[src/rtl/interrupt_arbiter_defer_controller_if.sv]
// rtl/interrupt_arbiter_defer_controller_if.sv - request/handshake bundle between pipeline control and the interrupt arbiter
interface interrupt_arbiter_defer_controller_if #(
    parameter int NUM_IRQ = 4,
    parameter int VEC_W   = 2
) ();
    logic [NUM_IRQ-1:0] irq_in;
    logic [NUM_IRQ-1:0] irq_mask;
    logic               imm;
    logic               stall;
    logic               intr_ack;
    logic               OUT_INTR;
    logic [VEC_W-1:0]   intr_vec;
    logic [NUM_IRQ-1:0] pending;
    logic               busy;

    modport master (
        output irq_in, irq_mask, imm, stall, intr_ack,
        input  OUT_INTR, intr_vec, pending, busy
    );

    modport slave (
        input  irq_in, irq_mask, imm, stall, intr_ack,
        output OUT_INTR, intr_vec, pending, busy
    );
endinterface

[src/rtl/interrupt_arbiter_defer_controller.sv]
// rtl/interrupt_arbiter_defer_controller.sv - latches edge interrupts, picks lowest eligible channel, defers injection past multi-word fetches and stalls
module interrupt_arbiter_defer_controller #(
    parameter int NUM_IRQ   = 4,
    parameter int IMM_WORDS = 1,
    parameter int VEC_W     = 2,
    parameter int CNT_W     = 3
) (
    input  logic clk,
    input  logic rst,
    interrupt_arbiter_defer_controller_if.slave bus
);
    typedef enum logic [1:0] {
        S_IDLE     = 2'd0,
        S_DEFER    = 2'd1,
        S_FIRE     = 2'd2,
        S_WAIT_ACK = 2'd3
    } state_t;

    localparam logic [CNT_W-1:0] IMM_LOAD = CNT_W'(IMM_WORDS);

    state_t             r_state;
    logic [NUM_IRQ-1:0] r_pending;
    logic [NUM_IRQ-1:0] r_irq_prev;
    logic [CNT_W-1:0]   r_cnt;
    logic [VEC_W-1:0]   r_vec;

    state_t             w_state_next;
    logic [CNT_W-1:0]   w_cnt_next;
    logic               w_fire_entry;
    logic [NUM_IRQ-1:0] w_edge;
    logic [NUM_IRQ-1:0] w_elig;
    logic [NUM_IRQ-1:0] w_clr;
    logic [VEC_W-1:0]   w_winner;

    assign w_edge = bus.irq_in & ~r_irq_prev;
    assign w_elig = r_pending & ~bus.irq_mask;
    // Clear is applied before the OR so a fresh edge in the FIRE cycle survives.
    assign w_clr  = (r_state == S_FIRE) ? (NUM_IRQ'(1) << r_vec) : '0;

    always_comb begin
        w_winner = '0;
        for (int i = NUM_IRQ - 1; i >= 0; i--) begin
            if (w_elig[i]) begin
                w_winner = VEC_W'(i);
            end
        end
    end

    always_comb begin
        w_state_next = r_state;
        w_cnt_next   = r_cnt;
        w_fire_entry = 1'b0;
        case (r_state)
            S_IDLE: begin
                if (w_elig != '0) begin
                    if (!bus.imm && !bus.stall) begin
                        w_state_next = S_FIRE;
                        w_fire_entry = 1'b1;
                    end else begin
                        w_state_next = S_DEFER;
                        w_cnt_next   = bus.imm ? IMM_LOAD : '0;
                    end
                end
            end
            S_DEFER: begin
                if (w_elig == '0) begin
                    w_state_next = S_IDLE;
                end else if (bus.stall) begin
                    w_cnt_next = r_cnt;
                end else if (r_cnt != '0) begin
                    w_cnt_next = r_cnt - 1'b1;
                end else if (bus.imm) begin
                    w_cnt_next = IMM_LOAD;
                end else begin
                    w_state_next = S_FIRE;
                    w_fire_entry = 1'b1;
                end
            end
            S_FIRE: begin
                w_state_next = S_WAIT_ACK;
            end
            S_WAIT_ACK: begin
                if (bus.intr_ack) begin
                    w_state_next = S_IDLE;
                end
            end
            default: begin
                w_state_next = S_IDLE;
            end
        endcase
    end

    always_ff @(posedge clk) begin
        if (rst) begin
            r_state    <= S_IDLE;
            r_pending  <= '0;
            r_irq_prev <= '0;
            r_cnt      <= '0;
            r_vec      <= '0;
        end else begin
            r_state    <= w_state_next;
            r_pending  <= (r_pending & ~w_clr) | w_edge;
            r_irq_prev <= bus.irq_in;
            r_cnt      <= w_cnt_next;
            if (w_fire_entry) begin
                r_vec <= w_winner;
            end
        end
    end

    assign bus.OUT_INTR = (r_state == S_FIRE);
    assign bus.busy     = (r_state != S_IDLE);
    assign bus.intr_vec = r_vec;
    assign bus.pending  = r_pending;
endmodule
[src/flat_wrapper.sv]
// flat-port wrapper written by rule: the top's interface ports become plain ports
module interrupt_arbiter_defer_controller_flat 
#(
    parameter int NUM_IRQ   = 4,
    parameter int IMM_WORDS = 1,
    parameter int VEC_W     = 2,
    parameter int CNT_W     = 3
)
  (clk, rst, bus_irq_in, bus_irq_mask, bus_imm, bus_stall, bus_intr_ack, bus_OUT_INTR, bus_intr_vec, bus_pending, bus_busy);
  interrupt_arbiter_defer_controller_if #(.NUM_IRQ(NUM_IRQ), .VEC_W(VEC_W)) bus_i ();
  input  logic clk;
  input  logic rst;
  input wire logic [$bits(bus_i.irq_in)-1:0] bus_irq_in;
  input wire logic [$bits(bus_i.irq_mask)-1:0] bus_irq_mask;
  input wire logic [$bits(bus_i.imm)-1:0] bus_imm;
  input wire logic [$bits(bus_i.stall)-1:0] bus_stall;
  input wire logic [$bits(bus_i.intr_ack)-1:0] bus_intr_ack;
  output wire logic [$bits(bus_i.OUT_INTR)-1:0] bus_OUT_INTR;
  output wire logic [$bits(bus_i.intr_vec)-1:0] bus_intr_vec;
  output wire logic [$bits(bus_i.pending)-1:0] bus_pending;
  output wire logic [$bits(bus_i.busy)-1:0] bus_busy;
  assign bus_i.irq_in = bus_irq_in;
  assign bus_i.irq_mask = bus_irq_mask;
  assign bus_i.imm = bus_imm;
  assign bus_i.stall = bus_stall;
  assign bus_i.intr_ack = bus_intr_ack;
  assign bus_OUT_INTR = bus_i.OUT_INTR;
  assign bus_intr_vec = bus_i.intr_vec;
  assign bus_pending = bus_i.pending;
  assign bus_busy = bus_i.busy;
  interrupt_arbiter_defer_controller #(.NUM_IRQ(NUM_IRQ), .IMM_WORDS(IMM_WORDS), .VEC_W(VEC_W), .CNT_W(CNT_W)) u_core (.clk(clk), .rst(rst), .bus(bus_i));
endmodule
[config.mk]
export PLATFORM = sky130hd
export DESIGN_NAME = interrupt_arbiter_defer_controller_flat
export DESIGN_NICKNAME = d
export VERILOG_FILES = /design/src/rtl/interrupt_arbiter_defer_controller_if.sv /design/src/rtl/interrupt_arbiter_defer_controller.sv /design/src/flat_wrapper.sv
export SDC_FILE = /design/constraint.sdc
export NUM_CORES = 1
export LEC_CHECK = 0
export ABC_AREA = 1
export ABC_CLOCK_PERIOD_IN_PS = 2300
export CAP_MARGIN = 0
export CORE_MARGIN = 2
export CORE_UTILIZATION = 49
export CTS_CLUSTER_DIAMETER = 50
export DETAILED_ROUTE_END_ITERATION = 16
export PLACE_DENSITY = 0.81
export REMOVE_ABC_BUFFERS = 1
export SLEW_MARGIN = 20
export SYNTH_ARGS = -nofsm -noshare
export SYNTH_HDL_FRONTEND = slang
export SYNTH_SLANG_ARGS = --single-unit
[constraint.sdc]
create_clock -name clk -period 2.3 [get_ports clk]
set_clock_uncertainty 0.05 [all_clocks]
set_input_delay 0.345 -clock clk [delete_from_list [all_inputs] [get_ports clk]]
set_output_delay 0.345 -clock clk [all_outputs]
set_load 0.03 [all_outputs]
==> flow_metrics.env <==
export IMPL_status="completed"
export IMPL_critPathLaunchType="flop"
export IMPL_place_gp_congestion=0.824
export IMPL_drv_cap=0
export IMPL_cp_end_kind="primary output"
export IMPL_nNetsFinal=158
export IMPL_setup_viol=0
export IMPL_root_buffer="clkbuf_4"
export IMPL_r2r_end="u_core.bus.intr_vec[1]"
export IMPL_path_cells="inv_1, nor2_2, clkdlybuf4s50_1"
export IMPL_max_slew_margin_pct=71.9
export IMPL_syn_area_um2=762
export IMPL_grt_pass1_vias=709
export IMPL_syn_to_final_growth_pct=32.0
export IMPL_stdcell_area_um2=1010
export IMPL_clockBufferDepth=2
export IMPL_drt_pass1_iterations=4
export IMPL_grt_pass1_wl_um=2670
export IMPL_hold_path_endpoint="u_core.r_cnt[1]"
export IMPL_dr_total_vias=797
export IMPL_grt_usage_pct=18.9
export IMPL_grtUsageMet2_pct=34.0
export IMPL_antenna_found_initial=0
export IMPL_synthCells=121
export IMPL_r2r_start="u_core.r_state[0]"
export IMPL_mostFrequentLayoutCell="nor2_1"
export IMPL_core_area_um2=1490
export IMPL_die_x_um=43.4
export IMPL_dieArea_um2=1890
export IMPL_crit_slowest_cell="clkdlybuf4s50_1"
export IMPL_cpPeakStageDelay_ns=0.71
export IMPL_clock_sinks=15
export IMPL_worst_pin_slew_ns=0.421
export IMPL_synth_area_leaders="dfxtp_1 (39%), nor2_1 (12%), nand2_1 (12%)"
export IMPL_netlist_top_cell_by_area="dfxtp_1"
export IMPL_drtIter0Drc=15
export IMPL_viasPerCell=4.98
export IMPL_critical_path_top_delay_family="buffers and inverters"
export IMPL_yosysWarnings=0
export IMPL_period_share_pct=94.1
export IMPL_worstPathMaxFanout=6
export IMPL_worstSetupPathType="flop to primary output"
export IMPL_hold_path_class="flop to flop"
export IMPL_powerDensity_nw_per_um2=780
export IMPL_ir_drop_v=0.000473
export IMPL_ys_ff_latch=15
export IMPL_ios=21
export IMPL_drv_slew=0
export IMPL_r2r_slack_ns=0.96
export IMPL_ctsResizeCount=0
export IMPL_p_total_mw=0.784
export IMPL_cts_hold_buf=0
export IMPL_cts_buffers=3
export IMPL_wl_per_cell_um=10.2
export IMPL_period_minus_slack_ns=2.16
export IMPL_cts_setup_buffers=0
export IMPL_cts_tree="done"
export IMPL_cp_data_arrival_time_ns=1.77
export IMPL_grt_max_degree=13
export IMPL_drive_gt1_share_pct=9.03
export IMPL_fp_dieH_um=43.4
export IMPL_cp_num_buf_inv=2
export IMPL_dpl_instance_area_um2=978
export IMPL_place_hpwl_um=1310
export IMPL_worstPathRequired_ns=1.90
export IMPL_hp_start="u_core.r_cnt[1]"
export IMPL_clk_latency_ns=0.28
export IMPL_dp_cells=156
export IMPL_hold_viol=0
export IMPL_antenna_left=0
export IMPL_final_util_pct=67.6
export IMPL_wl_um=1640
export IMPL_num_rows=14
export IMPL_use_met1_pct=20.7
export IMPL_p_leak_nw=0.471
export IMPL_synth_top_area_share_pct=39.4
export IMPL_dp_slack_ns=0.464
export IMPL_antenna_cells=0
export IMPL_ff2ff_path_depth=7
export IMPL_final_cell_mix="nor2_1 (25), nand2_1 (24), clkdlybuf4s50_1 (20)"
export IMPL_top_usage_layer="met2"
export IMPL_fillers=142
export IMPL_hold_path_depth=2
export IMPL_yosysSeqAreaShare_pct=39.4
export IMPL_io_buffers=20
export IMPL_fin_cells=160
export IMPL_cts_clk_slew_worst_paths_ns=0.10
export IMPL_holdWs_ns=0.429
export IMPL_synth_distinct_cells=18
export IMPL_worst_slack_ns=0.135
export IMPL_grtUsageMet3_pct=2.50
export IMPL_avgSynthCellArea_um2=6.30
export IMPL_rsz0062_at_grt="no"
export IMPL_overflow=0
export IMPL_fmax_mhz=462
export IMPL_post_route_drc_count=0
export IMPL_setup_tns_ns=0
export IMPL_cts_max_level=1
export IMPL_initial_core_util_pct=51.2
==> cell type report <==
cell class / count / area, um2 / share of cell area (%)
Clock buffer: 3 / 22.5 / 2.24
Clock inverter: 1 / 5.00 / 0.498
Inverter: 22 / 82.6 / 8.21
Multi-Input combinational cell: 83 / 375 / 37.3
Sequential cell: 15 / 300 / 29.9
Tap cell: 16 / 20.0 / 1.99
Timing Repair Buffer: 20 / 200 / 19.9
==> report_power, final <==
part / switching (mW) / internal (mW)
clock network: 0.0868 / 0.0645
logic: 0.196 / 0.120
registers: 0.0295 / 0.287
==> synthesized netlist by cell type (all sizes together) <==
library cell   n
a21oi         10
clkbuf         1
clkinv         1
dfxtp         15
inv           21
nand2         26
nand3         12
nand3b         1
nand4          1
nor2          28
o211ai         1
o21ai          4
==> state kept, by name, indices dropped and copies added, names as in the netlist <==
| signal | flops |
|---|---|
| u_core.bus.intr_vec | 2 |
| u_core.bus.pending | 4 |
| u_core.r_cnt | 3 |
| u_core.r_irq_prev | 4 |
| u_core.r_state | 2 |
==> how the worst max path moves through the flow <==
stage | from | endpoint | slack, ns | depth (start not counted)
6_report | u_core.r_state[1] | bus_OUT_INTR | 0.14 | 3
4_1_cts | u_core.r_state[1] | bus_OUT_INTR | 0.14 | 3
3_5_place_dp | u_core.r_state[1] | bus_OUT_INTR | 0.46 | 3
2_1_floorplan | u_core.r_state[1] | u_core.r_state[1] | 0.94 | 8
3_3_place_gp | u_core.r_state[1] | bus_OUT_INTR | 0.51 | 3
5_1_grt | u_core.r_state[1] | bus_OUT_INTR | 0.07 | 3
==> worst register-to-register path: cells and delay by family (launching register included) <==
family	cells	cell delay, ns
flip-flops	1	0.42
buffers and inverters	1	0.07
AND/OR/NAND/NOR	5	0.49
AO/OA/AOI/OAI	1	0.21
==> cell families (layout without fill, tap and decap cells) <==
kind of cell | Yosys count | after routing | share of synthesized area (%)
simple gates | 68 | 68 | 38.6
compound gates | 15 | 15 | 10.7
flops | 15 | 15 | 39.4
buf+inv | 23 | 46 | 11.3
==> metal layers <==
layer  wire length, um  part of all wire [%]
met2               783                    48
met5                 0                     0
met4                44                   2.7
met1               719                    44
met3                90                   5.5
Note: power is estimated with default switching activity, not from simulation.
